===== config.mk =====
export PLATFORM = sky130hd
export DESIGN_NAME = div_arbiter
export DESIGN_NICKNAME = d
export VERILOG_FILES = /design/src/rtl/div_arbiter.sv
export SDC_FILE = /design/constraint.sdc
export NUM_CORES = 1
export LEC_CHECK = 0
export ABC_AREA = 1
export BUFFER_PORTS_ARGS = -buffer_cell sky130_fd_sc_hd__buf_2
export CORE_AREA = 4 4 126 128
export CTS_CLUSTER_SIZE = 10
export DETAILED_ROUTE_END_ITERATION = 8
export DIE_AREA = 0 0 130 132
export HOLD_SLACK_MARGIN = 0.02
export PLACE_DENSITY = 0.79
export SETUP_SLACK_MARGIN = 0.15
export SLEW_MARGIN = 5
export SYNTH_ARGS = -nofsm -noshare
export SYNTH_HDL_FRONTEND = slang
export SYNTH_SLANG_ARGS = --single-unit

===== constraint.sdc =====
create_clock -name clk -period 4 [get_ports clk]
set_input_delay 0.4 -clock clk [delete_from_list [all_inputs] [get_ports clk]]
set_output_delay 0.4 -clock clk [all_outputs]
set_load 0.005 [all_outputs]

===== src/rtl/div_arbiter.sv =====
// Two-port round-robin arbiter and sequencer for the shared unsigned divider.
// Optional build macro DIV_ZERO_CHK_EN: a zero divisor is answered in IDLE without touching the divider.
//
// state   | meaning
// --------+-------------------------------------------------------------
// S_IDLE  | sample Req0/Req1, grant, latch operands
// S_CLR   | Div_Rst pulse, drops a stale Div_Rdy
// S_START | Div_Run pulse, load the timeout down-counter
// S_BUSY  | wait for Div_Rdy or terminal count
// S_DONE  | Ack to granted requester, update round-robin pointer
module div_arbiter #(
  parameter int W       = 32,
  parameter int MAX_CYC = 64
) (
  input  logic         clk,
  input  logic         Rst,
  input  logic         Req0,
  input  logic         Req1,
  input  logic [W-1:0] Dvnd0,
  input  logic [W-1:0] Dvsr0,
  input  logic [W-1:0] Dvnd1,
  input  logic [W-1:0] Dvsr1,
  output logic         Ack0,
  output logic         Ack1,
  output logic [W-1:0] Q_out,
  output logic [W-1:0] R_out,
  output logic         Err,
  output logic         Busy,
  output logic [W-1:0] Div_Dvnd,
  output logic [W-1:0] Div_Dvsr,
  output logic         Div_Run,
  output logic         Div_Rst,
  input  logic         Div_Rdy,
  input  logic [W-1:0] Div_Q,
  input  logic [W-1:0] Div_R
);

  localparam int CW = $clog2(MAX_CYC + 1);

  typedef enum logic [2:0] {S_IDLE, S_CLR, S_START, S_BUSY, S_DONE} state_t;

  state_t         state;
  logic           last;
  logic           gnt;
  logic [CW-1:0]  cnt;
  logic           pick;
  logic [W-1:0]   pick_dvnd;
  logic [W-1:0]   pick_dvsr;

  // With both requests pending, the one not served last time wins.
  assign pick      = (Req0 & Req1) ? ~last : Req1;
  assign pick_dvnd = pick ? Dvnd1 : Dvnd0;
  assign pick_dvsr = pick ? Dvsr1 : Dvsr0;

  always_ff @(posedge clk or negedge Rst) begin
    if (!Rst) begin
      state    <= S_IDLE;
      last     <= 1'b1;
      gnt      <= 1'b0;
      cnt      <= '0;
      Ack0     <= 1'b0;
      Ack1     <= 1'b0;
      Q_out    <= '0;
      R_out    <= '0;
      Err      <= 1'b0;
      Busy     <= 1'b0;
      Div_Dvnd <= '0;
      Div_Dvsr <= '0;
      Div_Run  <= 1'b0;
      Div_Rst  <= 1'b0;
    end else begin
      Div_Rst <= 1'b0;
      Div_Run <= 1'b0;
      Ack0    <= 1'b0;
      Ack1    <= 1'b0;
      case (state)
        S_IDLE: begin
          if (Req0 | Req1) begin
            gnt  <= pick;
            Busy <= 1'b1;
`ifdef DIV_ZERO_CHK_EN
            if (pick_dvsr == '0) begin
              Q_out <= '1;
              R_out <= pick_dvnd;
              Err   <= 1'b1;
              Ack0  <= ~pick;
              Ack1  <= pick;
              state <= S_DONE;
            end else begin
              Div_Dvnd <= pick_dvnd;
              Div_Dvsr <= pick_dvsr;
              Div_Rst  <= 1'b1;
              state    <= S_CLR;
            end
`else
            Div_Dvnd <= pick_dvnd;
            Div_Dvsr <= pick_dvsr;
            Div_Rst  <= 1'b1;
            state    <= S_CLR;
`endif
          end
        end
        S_CLR: begin
          Div_Run <= 1'b1;
          state   <= S_START;
        end
        S_START: begin
          cnt   <= CW'(MAX_CYC);
          state <= S_BUSY;
        end
        S_BUSY: begin
          // Ready is checked first so it wins over a coincident terminal count.
          if (Div_Rdy) begin
            Q_out <= Div_Q;
            R_out <= Div_R;
            Err   <= 1'b0;
            Ack0  <= ~gnt;
            Ack1  <= gnt;
            state <= S_DONE;
          end else if (cnt == '0) begin
            Q_out <= '0;
            R_out <= '0;
            Err   <= 1'b1;
            Ack0  <= ~gnt;
            Ack1  <= gnt;
            state <= S_DONE;
          end else begin
            cnt <= cnt - 1'b1;
          end
        end
        S_DONE: begin
          last  <= gnt;
          Busy  <= 1'b0;
          state <= S_IDLE;
        end
        default: begin
          Busy  <= 1'b0;
          state <= S_IDLE;
        end
      endcase
    end
  end

endmodule


Word-level counts from Yosys, hierarchy flattened:

Cells that the tools add are included.

* bitwise gates (word level): 5
* add/sub/neg operators: 1
* reductions and logical operators: 10
* eq/ne operators: 8
* mux-type cells: 26

Operators by type and width (number)
* two-way mux 32 bit: 5
* two-way mux 7 bit: 2
* case mux 7 bit (2 select lines): 1
* two-way mux 1 bit: 13
* case mux 3 bit (4 select lines): 1
* two-way mux 3 bit: 3
* AND reduction 2 bit: 4
* zero test 7 bit: 1
* subtractor 7 x 1 -> 7 bit, second input constant: 1
* == test 3 x 2 -> 1 bit, second input constant: 2
* inequality test 2 bit, second input constant: 3
* nonzero test 2 bit: 2
* == test 3 x 1 -> 1 bit, second input constant: 1
* == test 3 bit, second input constant: 1
* zero test 3 bit: 1
* inequality test 3 bit, second input constant: 1
* inverter 1 bit: 3
* AND reduction 3 bit: 1
* OR reduction 3 bit: 1
* case mux 1 bit (2 select lines): 1
* AND 1 bit: 1
* OR 1 bit: 1

* input port bits: 197
* register bits after elaboration: 146
* word-level logic and storage cells: 64

Depth between registers and ports, before layout:

Gate-level depths: netlist of run 1.

* depth after elaboration: 4
* mapped depth: 11
* mapped depth without buffers: 9

Least setup slack after synthesis of run 1:

Ideal clock, no wire load.

* path type: register -> register
* start: reg cnt[0]
* end: reg Q_out[20]
* data required time: 3884 ps
* buffers on the path: 2
* arrival time: 1427 ps
* slack: 2457 ps
* setup time: 116 ps
* cell stages (with the launch flop): 12
* cell sequence: dfrtp_1 -> inv_1 -> ha_1 -> inv_1 -> nor2_1 -> nand3_1 -> nand2_1 -> nand2_1 -> buf_4 -> buf_6 -> nand2_1 -> nand2_1

* cells in the longest elaborated chain, start to end: 3

Ends and longest elaborated chain
* start: declaration: RTL line 45 `logic [CW-1:0] cnt;`
* start signal: assignment: RTL line 108 `cnt <= CW'(MAX_CYC);`
* start signal: assignment: RTL line 128 `cnt <= cnt - 1'b1;`
* zero test 7 bit: RTL line 120 `end else if (cnt == '0) begin`
* nonzero test 2 bit (no line)
* AND reduction 2 bit (no line)
* end signal: assignment: RTL line 114 `Q_out <= Div_Q;`
* end: declaration: RTL line 25 `output logic [W-1:0] Q_out,`

No other way between the ends.
A chain may end at the register's enable or synchronous reset.

Worst setup path in the final report of run 1:

* start: reg cnt[0]
* end: reg Q_out[21]

Same word-level chain as after synthesis.

==> results of run 1 <==
flip-flops by register name, summed over array words and instances, names as in the netlist, 3 cells and up:
signal    count
Div_Dvsr     32
Q_out        32
state         3
cnt           7
R_out        32
Div_Dvnd     32
critical path: cells and delay by family (launching register included):
| family | cells | cell delay [ps] |
|---|---|---|
| fa+ha+maj | 1 | 220 |
| buf+inv | 3 | 560 |
| flops | 1 | 380 |
| simple gates | 6 | 1020 |
report_power, final:
part | total (mW) | switching (mW) | internal (mW)
logic | 2.48 | 1.48 | 1.00
registers | 2.55 | 0.378 | 2.17
clock network | 1.56 | 0.618 | 0.939
total | 6.59 | 2.47 | 4.11
logic make-up after synthesis:
logic type | after synthesis | synth area share, %
and+or+nand+nor | 393 | 25.0
DFF | 146 | 59.3
AOI/OAI and AO/OA | 134 | 10.9
buffers and inverters | 56 | 4.57
adders and majority gates | 1 | 0.203
how the worst max path moves through the flow:
stage / start / endpoint / cells past startpoint
5_1_grt: cnt[0] / Q_out[21] / 10
3_5_place_dp: cnt[0] / Q_out[21] / 10
3_3_place_gp: last / Div_Dvnd[2] / 6
4_1_cts: cnt[0] / Q_out[21] / 10
6_report: cnt[0] / Q_out[21] / 10
2_1_floorplan: cnt[0] / Q_out[20] / 11
synth_stat cells (all sizes together):
cell	instances	share of area (%)
a21oi	3	0.24
a31oi	1	0.10
buf	27	2.8
clkbuf	14	0.85
dfrtp	145	59
dfstp	1	0.43
ha	1	0.20
inv	15	0.91
nand2	291	18
nand3	12	1.1
nand3b	1	0.12
nand4	1	0.10
nor2	86	5.8
nor3	2	0.16
o21ai	130	11
area by class of cell:
cell class	instances	area, um^2
Timing Repair Buffer	336	1700
Fill cell	1376	6400
Clock buffer	21	450
Multi-Input combinational cell	528	2230
Tap cell	188	235
Antenna cell	2	5.00
Sequential cell	146	3650
Clock inverter	11	130
Inverter	15	56.3
routing by layer:
layer | share of wire (%) | vias to the layer above | wire, um | track usage (%)
li1 | - | 2954 | - | -
met1 | 40 | 2750 | 7580 | 26.1
met2 | 49 | 300 | 9470 | 36.6
met3 | 9.4 | 24 | 1810 | 6.20
met4 | 1.6 | 2 | 310 | 7.33
met5 | 0.063 | - | 12 | 0
==> reports/results.txt, run 1 <==
Worst reg2reg path endpoint - Q_out[21]
# nets final - 1242
PnR worst setup slack - 1740 ps
ANT nets after route - 0
Clock Latency Late Sink - 410 ps
Crit path kind - register to register
Pre-CTS setup slack - 1720 ps
Num CTS Buffers - 17
Setup tns final - 0 ps
Vias in the first global route - 5740
Min Tclk post-route - 2260 ps
Yosys reg bits - 146
Worst-Margin Slew - 1120 ps
Placed cell area - 7880 um^2
IO buf count - 330
Core ar. - 14900 um^2
Hold slack - 60.3 ps
Synth Warn # - 0
Placed instance count - 1213
Maxcap violations - 0
CP endpoint kind - register
Hold_buf cts - 0
Crit path DAT - 2610 ps
Max VDD drop - 369 uV
Initial antenna violation count - 3
Area grow syn2layout - 37.4%
Total vias in the final route - 6030
Pwr per Cell Area - 778 nW/um^2
Final max-slew violation count - 0
Worst R2R Path Depth - 10
CTS tree - done
Distinct cells, synth - 24
Syn_area_per_cell - 8.44 um^2
Total gr overflow - 0
Share of layout cells above drive strength 1 - 35.7%
Final instance area - 8460 um^2
Final Cycle Share - 56.4%
Syn Nets - 928
Post-route DRC - 0
Total track usage - 21.6%
Die width - 130 um
Global placement routability congestion - 0.856
Rows - 45
Setup violation total in the final timing report - 0
CP max stage delay - 600 ps
# IOs - 331
Clock root buffer - clkbuf_16
Status - complete, no violations
Crit-path max FO - 44
Post-CTS Setup Inserts - 0
Critical path's slowest cell - nand2_2
Clk pin slew, worst setup/hold paths - 60 ps
Max transition margin - 25.2%
Worst reg-to-reg setup slack - 1740 ps
Overall Power - 6.59 mW
Sequential share of the synthesized area - 59.3%
Pleak - 4.74 nW
Clock sinks - 146
Drt total wl - 19200 um
Min-Delay Path Class - primary input to asynchronous set/reset pin
Final Non-Filler Cells - 1247
Post-CTS Resized - 0
Htree depth - 4
Final Hold Viols - 0
Clock tree buffer depth - 2
Via/cell ratio - 4.84
Initial DRC Count - 282
First-pass GRT wire length - 29200 um
Startpoint type of the worst setup path - register
Core Util, Final - 56.9%
Most frequent cells in the layout - buf_2 (329), nand2_1 (289), dfrtp_1 (145)
Largest net degree at the start of global routing - 93
DP Wirelength - 13800 um
Wire length per cell - 15.4 um
Die Y - 132 um
Clock skew - 7.38 ps
Crit-path cells - inv_1 -> ha_1 -> inv_1 -> nor2_1 -> nand3_1 -> nand2_1 -> nand2_2 -> buf_4 -> nand2_1 -> nand2_1
Die area - 17200 um^2
Initial Utilization - 41.4%
Most common cell after layout, fill and taps aside - buf_2
Mapped Cells - 730
Max Freq - 0.443 GHz
Most used cell, CP - nand2_1
RSZ-0062 raised after global routing - false
DRT Pass-1 Iters - 7
WP data required - 4350 ps
Syn Std Cell Area - 6160 um^2
Reg2reg start - cnt[0]
Note: power is estimated with default switching activity, not from simulation.
==> run 2, diff against run 1 <==
ABC_AREA = 0   (was 1)
CORE_AREA = default   (was 4 4 126 128)
CORE_MARGIN = 4   (was default)
CORE_UTILIZATION = 40   (was default)
DIE_AREA = default   (was 0 0 130 132)
PLACE_DENSITY = 0.8   (was 0.79)
clock period = 2 ns   (was 4 ns; I/O delays follow)
==> run 2 against run 1 <==
  * Non-clock buffer count is 81 higher
  * Routed wire length up 6.4%
  * Sequential share of layout area decreased by 4.0 points
  * Combinational power rose by 110%
  * Clock power up 120%
  * First-iteration DRC count is 2.5% lower
  * Clock-buffer cell count fell by 2
  * Final area is 10% higher
  * Die area down 0.51%
  * Sequential power rose by 110%
  * Worst setup slack worse by 1500 ps
==> reports/results.txt, run 2 <==
Status - complete, no violations (unchanged)
RSZ-0062 raised after global routing - false (unchanged)
Buf+Inv Stages, Crit Path - 2 (was 3)
Crit path from - cnt[0] (unchanged)
Clock Latency Late Sink - 410 ps (about the same)
Clock skew - 11.4 ps (was 7.38 ps)
Total gr overflow - 0 (unchanged)
Area of the multi-input gates - 2180 um^2 (was 2230 um^2)
Fillers - 1106 (was 1376)
Post-synth EDFFs - 0 (unchanged)
# nets final - 1100 (was 1242)
Diode count - 0 (was 2)
PnR worst setup slack - 229 ps (was 1740 ps)
Rows - 44 (was 45)
Initial Utilization - 41.1% (was 41.4%)
Critical path's slowest cell - dfrtp_1 (was nand2_2)
Hold Crit Depth - 2
Die width - 131 um (was 130 um)
Setup violation total in the final timing report - 0 (unchanged)
Clk pin slew, worst setup/hold paths - 70 ps (was 60 ps)
Min-Delay Path Class - primary input to register (was primary input to asynchronous set/reset pin)
Most common cell after layout, fill and taps aside - buf_2 (unchanged)
Clock sinks - 146 (unchanged)
Setup tns final - 0 ps (unchanged)
Overall Power - 14.0 mW (was 6.59 mW)
Num CTS Buffers - 17 (unchanged)
Worst reg-to-reg setup slack - 230 ps (was 1740 ps)
Max VDD drop - 764 uV (was 369 uV)
WP data required - 2350 ps (was 4350 ps)
Worst reg2reg path endpoint - Q_out[11] (was Q_out[21])
Clock tree buffer depth - 2 (unchanged)
CP max stage delay - 390 ps (was 600 ps)
DRT Pass-1 Iters - 4 (was 7)
Yosys reg bits - 146 (unchanged)
Post-synth top cells - dfrtp_1 (145), nor2_1 (72), a21oi_1 (67) (was nand2_1 (291), dfrtp_1 (145), nor2_1 (82))
Wire length per cell - 18.6 um (was 15.4 um)
Reg2reg start - cnt[0] (unchanged)
Synth Warn # - 0 (unchanged)
Crit path kind - register to register (unchanged)
Core ar. - 14600 um^2 (was 14900 um^2)
Max Freq - 0.565 GHz (was 0.443 GHz)
Initial antenna violation count - 0 (was 3)
Largest area contributor in the netlist - dfrtp_1 (unchanged)
Htree depth - 4 (unchanged)
Final max-slew violation count - 0 (unchanged)
CTS tree - done (unchanged)
HP Start - Div_R[15]
Max transition margin - 66.0% (was 25.2%)
ANT nets after route - 0 (unchanged)
Syn Std Cell Area - 6020 um^2 (was 6160 um^2)
Total track usage - 22.2% (was 21.6%)
FFs w/ async S/R, synth - 100% (unchanged)
Share of layout cells above drive strength 1 - 43.6% (was 35.7%)
Drt total wl - 20400 um (was 19200 um)
Top_reg_cell synth - dfrtp_1 (unchanged)
Crit path DAT - 2120 ps (was 2610 ps)
Crit-path max FO - 15 (was 44)
WP depth - 7 (was 10)
Ranking of synthesized cells by area - dfrtp_1 (60%), mux2i_1 (11%), a22o_1 (9.6%), a21oi_1 (5.6%), nor2_1 (4.5%) (was dfrtp_1 (59%), nand2_1 (18%), o21ai_0 (5.4%), o21ai_1 (5.1%), nor2_1 (5.0%))
First-pass GRT wire length - 29000 um (was 29200 um)
Final Cycle Share - 88.6% (was 56.4%)
Mapped Cells - 505 (was 730)
Total vias in the final route - 5668 (was 6030)
Sequential share of the synthesized area - 60.7% (was 59.3%)
Maxcap violations - 0 (unchanged)
Global placement routability congestion - 0.774 (was 0.856)
Largest net degree at the start of global routing - 78 (was 93)
Startpoint type of the worst setup path - register (unchanged)
Vias in the first global route - 5657 (was 5740)
Area grow syn2layout - 55.1% (was 37.4%)
Worst-Margin Slew - 509 ps (was 1120 ps)
Via/cell ratio - 5.16 (was 4.84)
Initial DRC Count - 275 (was 282)
Register area - 3650 um^2 (unchanged)
Share of the synthesized area in the top cell type - 60.3% (was 58.9%)
Post-route DRC - 0 (unchanged)
Worst R2R Path Depth - 7 (was 10)
Pwr per Cell Area - 1500 nW/um^2 (was 778 nW/um^2)
Most common cell in the netlist - dfrtp_1 (was nand2_1)
Die Y - 131 um (was 132 um)
Pre-CTS setup slack - 104 ps (was 1720 ps)
Syn_area_per_cell - 11.9 um^2 (was 8.44 um^2)
Distinct cells, synth - 36 (was 24)
IO buf count - 330 (unchanged)
Final Hold Viols - 0 (unchanged)
Core Util, Final - 63.7% (was 56.9%)
Most frequent cells in the layout - buf_2 (329), dfrtp_1 (145), nor2_1 (72) (was buf_2 (329), nand2_1 (289), dfrtp_1 (145))
CP endpoint kind - register (unchanged)
Clock root buffer - clkbuf_16 (unchanged)
DP Wirelength - 12900 um (was 13800 um)
Worst path top cell family by delay - compound AO/OA/AOI/OAI gates (was simple AND/OR/NAND/NOR gates)
Die area - 17100 um^2 (was 17200 um^2)
Hold EP - R_out[15]
Min Tclk post-route - 1770 ps (was 2260 ps)
Pleak - 4.74 nW (about the same)
Crit-path cells - inv_2 -> ha_4 -> nor3b_4 -> and2_4 -> o21ai_4 -> buf_6 -> a22o_1 (was inv_1 -> ha_1 -> inv_1 -> nor2_1 -> nand3_1 -> nand2_1 -> nand2_2 -> buf_4 -> nand2_1 -> nand2_1)
# IOs - 331 (unchanged)
Syn Nets - 703 (was 928)
[run 2: cell types whose count changed after synthesis, moves of 6 or more]
cell / previous run / this run
nand2_1: 291 / 10
a22o_1: 0 / 66
a21oi_1: 3 / 67
mux2i_1: 0 / 64
o21ai_0: 67 / 5
o21ai_1: 63 / 1
nand3_1: 11 / 1
nor2_1: 82 / 72
buf_2: 15 / 22
clkbuf_1: 14 / 8
[run 2: cell type report]
class,count,share of cell area (%)
multi-input combinational,314,23.3
timing repair buffer,417,27.9
inverter,6,0.241
tap,184,2.47
clock inverter,13,2.10
sequential,146,39.2
clock buffer,19,4.85
[run 2: kinds of logic after synthesis]
kind of cell / Yosys count / synth area share [%]
AO/OA/AOI/OAI: 151 / 17.4
flip-flops: 146 / 60.7
AND/OR/NAND/NOR: 98 / 7.05
multiplexers: 64 / 10.6
buffers and inverters: 45 / 4.01
adder cells (fa/ha/maj): 1 / 0.208
[run 2: how the worst max path moves through the flow]
| stage | end | slack [ps] |
|---|---|---|
| after floorplan | Q_out[10] | 290 |
| after global placement | R_out[25] | 190 |
| after detailed placement | R_out[15] | 100 |
| after CTS | R_out[15] | 180 |
| after global routing | cnt[4] | 160 |
| final | Q_out[11] | 230 |
[run 2: timing repair]
action                     CTS  global route
pin swaps                    1             1
hold buffers                64             0
setup buffers                2             3
cloned                       1             3
gates resized for setup      3             5
hold endpoints to repair   177             0
setup endpoints to repair   62            65
[run 2: worst register-to-register path, stage by stage (launching register included)]
cell	delay, ps
dfrtp_1	390
inv_2	80
ha_4	170
nor3b_4	150
and2_4	180
o21ai_4	320
buf_6	260
a22o_1	170
[run 2: stage by stage]
step / hold slack, ps / std cells / instance area (um^2)
2_1_floorplan: -95.6 / 505 / 6020
3_3_place_gp: 99.9 / 994 / 7910
3_5_place_dp: 103 / 994 / 7910
4_1_cts: 28.6 / 1093 / 9250
5_1_grt: 44.9 / 1099 / 9340
6_report: 63.6 / 1099 / 9340
[run 2: power by group]
group	switching, mW	leakage (nW)	internal [mW]
clock	1.28	0.316	2.18
combinational	2.66	2.69	2.65
sequential	0.895	1.73	4.36
total	4.83	4.74	9.19
[run 2: per-layer routing]
layer / part of all wire (%) / track usage [%] / wire length (um) / up-vias
met2: 51 / 38.5 / 10400 / 334
met3: 9.1 / 6.34 / 1850 / 51
li1: - / - / - / 2609
met4: 3.3 / 9.98 / 680 / 0
met5: 0 / 0 / 0 / -
met1: 37 / 25.4 / 7510 / 2674
==> run 3, diff against run 2 <==
CORE_MARGIN = 8   (was 4)
MAX_ROUTING_LAYER = met4   (was default)
==> run 3 against run 2 <==
  * Critical path depth up 1
  * Hold slack got worse by 17 ps
  * Via count fell by 0.48%
  * Sequential share of layout area is 0.40 points higher
  * Non-clock buffer count stayed put
  * Core utilization decreased by 2.0 points
  * First-iteration DRC count grew 12%
  * Clock skew fell by 4.5 ps
  * Routed wire length grew 2.0%
  * Die area is 13% higher
  * Largest power group unchanged
==> reports/results.txt, run 3 (synthesis gave the netlist of run 2 again) <==
Status - complete, no violations (unchanged)
Clock skew - 6.93 ps (was 11.4 ps)
Final Cycle Share - 90.9% (was 88.6%)
Clock root buffer - clkbuf_16 (unchanged)
IO buf count - 330 (unchanged)
Core ar. - 15000 um^2 (was 14600 um^2)
Die area - 19200 um^2 (was 17100 um^2)
RSZ-0062 raised after global routing - false (unchanged)
Worst path top cell family by delay - buffers and inverters (was compound AO/OA/AOI/OAI gates)
Htree depth - 4 (unchanged)
Via/cell ratio - 5.12 (was 5.16)
Max transition margin - 58.5% (was 66.0%)
DP Wirelength - 14000 um (was 12900 um)
Worst-Margin Slew - 623 ps (was 509 ps)
Share of layout cells above drive strength 1 - 43.4% (was 43.6%)
# nets final - 1100 (unchanged)
DRT Pass-1 Iters - 4 (unchanged)
Int Power - 8.79 mW (was 9.19 mW)
Total vias in the final route - 5641 (was 5668)
CP max stage delay - 400 ps (was 390 ps)
First-pass GRT wire length - 31600 um (was 29000 um)
Post-route DRC - 0 (unchanged)
Pleak - 4.68 nW (was 4.74 nW)
Die width - 139 um (was 131 um)
Rows - 45 (was 44)
Startpoint type of the worst setup path - register (unchanged)
Initial antenna violation count - 0 (unchanged)
Logic pwr share - 39.7% (was 37.8%)
Final max-slew violation count - 0 (unchanged)
Buf+Inv Stages, Crit Path - 3 (was 2)
Wire length per cell - 18.9 um (was 18.6 um)
Diode count - 0 (unchanged)
Clock network fraction of design power - 21.9% (was 24.7%)
WP data required - 2300 ps (was 2350 ps)
Pwr per Cell Area - 1470 nW/um^2 (was 1500 nW/um^2)
CTS tree - done (unchanged)
Min Tclk post-route - 1820 ps (was 1770 ps)
Total track usage - 21.2% (was 22.2%)
# IOs - 331 (unchanged)
Switching Fraction - 35.2% (was 34.5%)
ANT nets after route - 0 (unchanged)
Max Freq - 0.550 GHz (was 0.565 GHz)
Crit-path cells - inv_2 -> ha_4 -> nor3b_4 -> and2_4 -> o21ai_4 -> buf_4 -> clkbuf_16 -> a22o_1 (was inv_2 -> ha_4 -> nor3b_4 -> and2_4 -> o21ai_4 -> buf_6 -> a22o_1)
Die Y - 139 um (was 131 um)
Min-Delay Path Class - primary input to register (unchanged)
Maxcap violations - 0 (unchanged)
Setup tns final - 0 ps (unchanged)
Clock sinks - 146 (unchanged)
Clock Latency Late Sink - 410 ps (about the same)
Area grow syn2layout - 53.6% (was 55.1%)
Crit path kind - register to register (unchanged)
Final Hold Viols - 0 (unchanged)
Initial Utilization - 40.2% (was 41.1%)
CP endpoint kind - register (unchanged)
Clk pin slew, worst setup/hold paths - 60 ps (was 70 ps)
Clock tree buffer depth - 2 (unchanged)
Hold slack - 46.7 ps (was 63.6 ps)
Most common cell after layout, fill and taps aside - buf_2 (unchanged)
Most frequent cells in the layout - buf_2 (329), dfrtp_1 (145), nor2_1 (72) (unchanged)
Crit-path max FO - 17 (was 15)
Seq pwr share - 38.5% (was 37.5%)
Max VDD drop - 706 uV (was 764 uV)
Initial DRC Count - 309 (was 275)
Vias in the first global route - 5844 (was 5657)
Drt total wl - 20800 um (was 20400 um)
Crit path DAT - 2110 ps (was 2120 ps)
Total gr overflow - 0 (unchanged)
Num CTS Buffers - 17 (unchanged)
Worst reg-to-reg setup slack - 180 ps (was 230 ps)
Largest net degree at the start of global routing - 76 (was 78)
Critical path's slowest cell - dfrtp_1 (unchanged)
Setup violation total in the final timing report - 0 (unchanged)
Net Switching - 4.78 mW (was 4.83 mW)
Global placement routability congestion - 0.849 (was 0.774)
## run 3: worst register-to-register path: cells and delay by family, from the launching register on
family                     cells  cell delay (ps)
AOI/OAI and AO/OA              2              350
buffers and inverters          3              420
and+or+nand+nor                2              400
adders and majority gates      1              140
DFF                            1              400
## run 3: routing by layer
metal	routed length (um)	vias up	global-route usage, %
met2	10300	317	34.7
met1	8280	2688	24.1
met4	458	0	7.86
met5	0	-	-
met3	1820	34	6.85
li1	-	2602	-
## run 3: layout make-up
class	count	area, um^2
well taps	188	235
repair buffers	417	2610
fillers	1155	5740
flip-flops and latches	146	3650
clock inverters	12	110
clock buffers	19	443
inverters	6	22.5
multi-input cells	314	2170
## run 3: timing repair
item                                   CTS  global route
setup endpoints to repair                0            66
buffers inserted                         0             5
gates resized for setup                  0             6
endpoints found under the hold margin  208             0
hold buffers                            64             0
## run 3: path summary, 6_finish.rpt
| path | from | to | depth (start not counted) |
|---|---|---|---|
| worst min register to register | gnt | Ack0 | 1 |
| worst max-delay path | cnt[0] | Q_out[23] | 8 |
| max in group asynchronous | Rst | last | 3 |
| worst max register to register | cnt[0] | Q_out[23] | 8 |
| min in group asynchronous | Rst | Div_Dvsr[10] | 2 |
| worst min-delay path | Div_R[26] | R_out[26] | 2 |
## run 3: power groups by stage
stage / registers [mW] / clock network [mW] / logic (mW)
2_1_floorplan: 5.23 / 0 / 2.57
3_3_place_gp: 5.14 / 0 / 4.89
3_5_place_dp: 5.15 / 0 / 5.10
4_1_cts: 5.16 / 3.02 / 5.16
5_1_grt: 5.39 / 3.16 / 5.90
6_report: 5.22 / 2.97 / 5.38
## run 3: stage by stage
step | setup slack, ps | std cells | utilization (%) | cell area [um^2] | power, mW
after floorplan | 289 | 505 | - | 6020 | 7.79
final | 183 | 1102 | 61.7 | 9240 | 13.6
after CTS | 181 | 1095 | 61.0 | 9130 | 13.3
after global routing | 86.2 | 1102 | 61.7 | 9240 | 14.4
after global placement | 273 | 1000 | 53.0 | 7940 | 10.0
after detailed placement | 197 | 1000 | 53.0 | 7940 | 10.2
